## src/rtl/ram_fifo_ctrl.sv

```systemverilog
// Controller that turns an 8x8 single-port synchronous RAM into an 8-entry FIFO.
// It has a valid/ready push side and a request/acknowledge pop side with registered pop data.
module ram_fifo_ctrl #(
    parameter int unsigned DW = 8,
    parameter int unsigned AW = 3
) (
    input  logic          clk_i,
    input  logic          rst_ni,
    input  logic          clear_i,
    input  logic          push_valid_i,
    input  logic [DW-1:0] push_data_i,
    output logic          push_ready_o,
    input  logic          pop_req_i,
    output logic          pop_ack_o,
    output logic          pop_valid_o,
    output logic [DW-1:0] pop_data_o,
    output logic [AW:0]   count_o,
    output logic          full_o,
    output logic          empty_o,
    output logic          ram_w_o,
    output logic [AW-1:0] ram_addr_o,
    output logic [DW-1:0] ram_din_o,
    input  logic [DW-1:0] ram_dout_i
);

    localparam int unsigned CW    = AW + 1;
    localparam int unsigned DEPTH = 1 << AW;

    typedef enum logic {IDLE, RDATA} state_e;

    state_e        state_q, state_d;
    logic [AW-1:0] wptr_q, wptr_d;
    logic [AW-1:0] rptr_q, rptr_d;
    logic [CW-1:0] count_q, count_d;
    logic [DW-1:0] pop_data_q, pop_data_d;
    logic          pop_valid_q, pop_valid_d;
    logic          push_fire;

    // Handshakes and RAM port; a push always owns the RAM port for its cycle
    always_comb begin
        full_o       = (count_q == CW'(DEPTH));
        empty_o      = (count_q == CW'(0));
        push_ready_o = !full_o && !clear_i;
        push_fire    = push_valid_i && push_ready_o;
        pop_ack_o    = pop_req_i && !empty_o && (state_q == IDLE) && !clear_i && !push_fire;
        ram_w_o      = push_fire;
        ram_addr_o   = push_fire ? wptr_q : rptr_q;
        ram_din_o    = push_fire ? push_data_i : DW'(0);
    end

    // Next-state logic; push and pop are mutually exclusive by construction of pop_ack
    always_comb begin
        state_d     = state_q;
        wptr_d      = wptr_q;
        rptr_d      = rptr_q;
        count_d     = count_q;
        pop_data_d  = pop_data_q;
        pop_valid_d = 1'b0;
        if (clear_i) begin
            state_d = IDLE;
            wptr_d  = AW'(0);
            rptr_d  = AW'(0);
            count_d = CW'(0);
        end else begin
            if (state_q == RDATA) begin
                pop_data_d  = ram_dout_i;
                pop_valid_d = 1'b1;
                state_d     = IDLE;
            end
            if (push_fire) begin
                wptr_d  = wptr_q + AW'(1);
                count_d = count_q + CW'(1);
            end else if (pop_ack_o) begin
                rptr_d  = rptr_q + AW'(1);
                count_d = count_q - CW'(1);
                state_d = RDATA;
            end
        end
    end

    always_ff @(posedge clk_i or negedge rst_ni) begin
        if (!rst_ni) begin
            state_q     <= IDLE;
            wptr_q      <= AW'(0);
            rptr_q      <= AW'(0);
            count_q     <= CW'(0);
            pop_data_q  <= DW'(0);
            pop_valid_q <= 1'b0;
        end else begin
            state_q     <= state_d;
            wptr_q      <= wptr_d;
            rptr_q      <= rptr_d;
            count_q     <= count_d;
            pop_data_q  <= pop_data_d;
            pop_valid_q <= pop_valid_d;
        end
    end

    assign count_o     = count_q;
    assign pop_data_o  = pop_data_q;
    assign pop_valid_o = pop_valid_q;

endmodule

```

## config.mk

```make
export PLATFORM = sky130hd
export DESIGN_NAME = ram_fifo_ctrl
export DESIGN_NICKNAME = d
export VERILOG_FILES = /design/src/rtl/ram_fifo_ctrl.sv
export SDC_FILE = /design/constraint.sdc
export NUM_CORES = 1
export LEC_CHECK = 0
export CELL_PAD_IN_SITES_DETAIL_PLACEMENT = 1
export CELL_PAD_IN_SITES_GLOBAL_PLACEMENT = 2
export CORE_AREA = 2 2 70 72
export DETAILED_ROUTE_END_ITERATION = 6
export DIE_AREA = 0 0 72 74
export GPL_TIMING_DRIVEN = 0
export MAX_ROUTING_LAYER = met4
export PLACE_DENSITY = 0.74
export SYNTH_ARGS = -nofsm -noshare
export SYNTH_HDL_FRONTEND = slang
export SYNTH_SLANG_ARGS = --single-unit
export TNS_END_PERCENT = 50
```

## constraint.sdc

```tcl
create_clock -name clk_i -period 2.8 [get_ports clk_i]
set_input_delay 0.84 -clock clk_i [delete_from_list [all_inputs] [get_ports clk_i]]
set_output_delay 0.84 -clock clk_i [all_outputs]
set_load 0.03 [all_outputs]
```

==> summary.md <==
| Metric | Value |
|---|---|
| Status | complete, no violations |
| Core region area | between 4000 and 5000 sq um |
| Max-cap check violation count | 0 |
| Power Internal | ~1100 uW |
| Final hold slack | just over 0.5 ns |
| DRC viols | 0 |
| CTS tree | yes |
| Synth top cells by count | 20 x dfrtp_1, 11 x mux2_2, 8 x and3_1, 8 x nor2_1 |
| Antenna-violating nets left | 0 |
| Post-synthesis area per instance | between 10 and 15 sq um |
| Share of the synthesized area in the top cell type | a little under half |
| Chip width | between 70 and 80 um |
| Max Clk Rate | 360 MHz |
| CTS root buf | clkbuf_8 |
| Required time worst endpoint | ~2.0 ns |
| Clk Latency, worst-skew pair | 0.26 ns |
| Crit end category | primary output |
| Die area | about 5300 sq um |
| Asr flop ratio synth | 100% |
| Crit. Startpoint | clear_i |
| Synth Flop Type | dfrtp_1 |
| Post-CTS Hold Fix Bufs | 0 |
| Start of the worst register-to-register path | count_o[0] |
| CTS Buffer Depth | 2 |
| Switching Fraction | between 40% and 50% |
| Worst-path fanout max | 9 |
| DIE HEIGHT | 74 um |
| Register area share after synthesis | a little under half |
| Crit-path cells | clkdlybuf4s15_2 > nand2b_4 > nor2_4 > inv_4 > mux2_4 > buf_6 |
| Most frequent cell after synthesis | dfrtp_1 |
| Arr. time, crit path | ~1.9 ns |
| Synthesized cell area | between 1000 and 1500 sq um |
| First-pass GRT wire length | roughly 5.2 mm |
| RSZ-0062 raised after global routing | true |
| Synth warnings | 0 |
| Clock power share | 16.7% |
| Cell count after synthesis | between 90 and 100 |
| Kind of critical path | input pin to primary output |
| Leakage power | around 0.00082 uW |
| Net switching power | 710 uW |
| Largest net degree at the start of global routing | 21 |
| FF-to-FF setup slack | roughly 0.28 ns |
| CP max stage cell | mux2_4 |
| #FFs+latches synth | 20 |
| Crit path depth | 6 |
| # nets final | 184 |
| Vias in the first global route | roughly 1000 |
| Initial antenna violation count | 0 |
| WL final | 3.15 mm |
| IR drop worst, VDD | roughly 340 uV |
| Part of the power in combinational logic | 57.2% |
| Worst R2R End | count_o[3] |
| I/O Pins | 50 |
| Avg Vias per Cell | 4.41 |
| Critical Path Sink | ram_addr_o[2] |
| Initial Utilization | a little under a quarter |
| Iter 0 DRT Violations | 20 |
| EDFF count, synth | 0 |
| Buf+Inv Stages, Crit Path | 3 |
| Hpwl dp | around 2.3 mm |
| Endpoints failing hold | 0 |
| Layout Utilization | 40.0% |
| PortBufs | between 40 and 50 |
| H-Tree Depth | 1 |
| Synth area leaders | dfrtp_1 47%, mux2_2 12%, and3_1 4.7% |
| Worst slew pin tran | 0.942 ns |
| Reg2reg path depth | 10 |
| Area growth syn-to-layout | 71.4% |
| Row Count | 25 |
| CP peak stage delay | ~0.30 ns |
| Diodes inserted | 0 |
| Clock period minus worst slack | approximately 2.8 ns |
| Slew Limit Fails | 0 |
| Share of cells above drive strength 1 | approximately 36% |
| Pwr per Cell Area | between 900 and 1000 nW/um^2 |
| Worst-path clk slew | around 0.080 ns |
| Max-slew headroom | a little under two fifths |
| Overall routing resource usage | a little over an eighth |
| Hold Path Class | register to register |
| Clock Skews | approximately 0.0021 ns |
| Routability congestion estimate | about 0.7 |
| Pre-antenna DRT Iters | 2 |
| Clock Sink Count | 20 |
| CTS buffer count | 3 |
| Cell accounting for the most synthesized area | dfrtp_1 |
| GRT overflow | 0 |
| Endpoints failing setup | 0 |
| Startpoint types | input pin |
| Family with the most delay on the worst path | buffers and inverters |
| Seq pwr share | 26.1% |
| Routed vias | 930 |
| Synth cell types | 31 |
| Wire per inst | approximately 15 um |
| Final Cycle Share | ~99% |
| Net Count, Synth | 119 |
[cell families after synthesis]
logic type	share of synthesized area, %
buffers and inverters	2.10
DFF	46.7
muxes	14.4
and+or+nand+nor	17.7
AOI/OAI and AO/OA	8.52
xor gates and xnor gates	4.08
adders and majority gates	6.53
[cells in the final DEF, fill, tap and decap left out, types with 2 or more instances in the layout]
| cell | Yosys | final |
|---|---|---|
| mux2_4 | 0 | 3 |
| nor2_1 | 8 | 8 |
| buf_6 | 0 | 5 |
| clkdlybuf4s15_2 | 0 | 8 |
| nor2b_1 | 4 | 3 |
| dlygate4sd2_1 | 0 | 3 |
| dfrtp_2 | 0 | 4 |
| clkbuf_8 | 0 | 3 |
| and3_1 | 8 | 8 |
| mux2_2 | 11 | 8 |
| clkdlybuf4s50_1 | 0 | 31 |
| mux2i_1 | 3 | 3 |
| buf_4 | 0 | 11 |
| xnor2_1 | 3 | 3 |
| nand2b_1 | 4 | 3 |
| nand2_1 | 2 | 2 |
| dfrtp_1 | 20 | 16 |
| ha_1 | 4 | 4 |
| clkbuf_2 | 0 | 2 |
| xor2_1 | 2 | 2 |
| a21oi_1 | 2 | 2 |
| buf_2 | 0 | 2 |
| a211oi_1 | 2 | 2 |
[worst min-delay path by stage]
stage                        startpoint            end  slack (ns)  cells past startpoint
after floorplan               wptr_q[2]      wptr_q[2]        0.50                      2
after global placement    pop_data_o[2]  pop_data_o[2]        0.49                      1
after detailed placement  pop_data_o[5]  pop_data_o[5]        0.50                      1
after CTS                 pop_data_o[5]  pop_data_o[5]        0.52                      1
after global routing      pop_data_o[5]  pop_data_o[5]        0.53                      1
final                     pop_data_o[5]  pop_data_o[5]        0.51                      1
[registers in the layout, indices dropped and copies added, names as in the netlist]
signal,count
pop_data_o,8
state_q,1
count_o,4
rptr_q,3
wptr_q,3
pop_valid_o,1
[final cells by class]
class | count | area, sq um
flip-flops and latches | 20 | 505
plain buffers | 4 | 21.3
multi-input cells | 67 | 581
inverters | 2 | 13.8
fillers | 502 | 2760
clock inverters | 1 | 30.0
repair buffers | 60 | 578
well taps | 54 | 67.6
clock buffers | 3 | 41.3
[metrics by stage]
step	instance area [sq um]	power (uW)	setup TNS, ns	worst slack [ns]	instances
6_report	1840	1770	0	0.0245	211
5_1_grt	1840	1900	-0.227	-0.0481	211
4_1_cts	1850	1790	-0.0204	-0.0204	211
3_5_place_dp	1640	1400	-12.87	-1.24	196
3_3_place_gp	1640	1380	-12.36	-1.20	196
2_1_floorplan	1080	1040	-0.0116	-0.00386	93
[worst register-to-register path: stages (launching register included)]
cell and delay [ns]:
dfrtp_2 0.41, or4b_4 0.58, clkinvlp_4 0.12, nor2_4 0.05, inv_4 0.07, buf_4 0.14, ha_1 0.22, a21o_1 0.20
a2111oi_0 0.41, mux2i_1 0.13, o311ai_1 0.09
[metal layers]
layer	GRT usage, %	up-vias	routed length (um)
met2	21.8	12	1620
met3	0.813	4	41
met5	-	-	0
li1	-	459	-
met1	16.8	455	1430
met4	5.66	0	63
[power by group through the flow]
stage                     logic (uW)  registers (uW)  clock network, uW
after floorplan                  401             642                  0
after global placement           892             485                  0
after detailed placement         910             490                  0
after CTS                       1020             465                303
after global routing            1090             483                319
final                           1020             463                295
[timing repair]
| item | 4_1_cts | 5_1_grt |
|---|---|---|
| setup endpoints to repair | 17 | 13 |
| setup buffers | 11 | 0 |
| pin swaps | 3 | 2 |
| gates resized for setup | 73 | 5 |
Power figures use the tool's default switching activity.
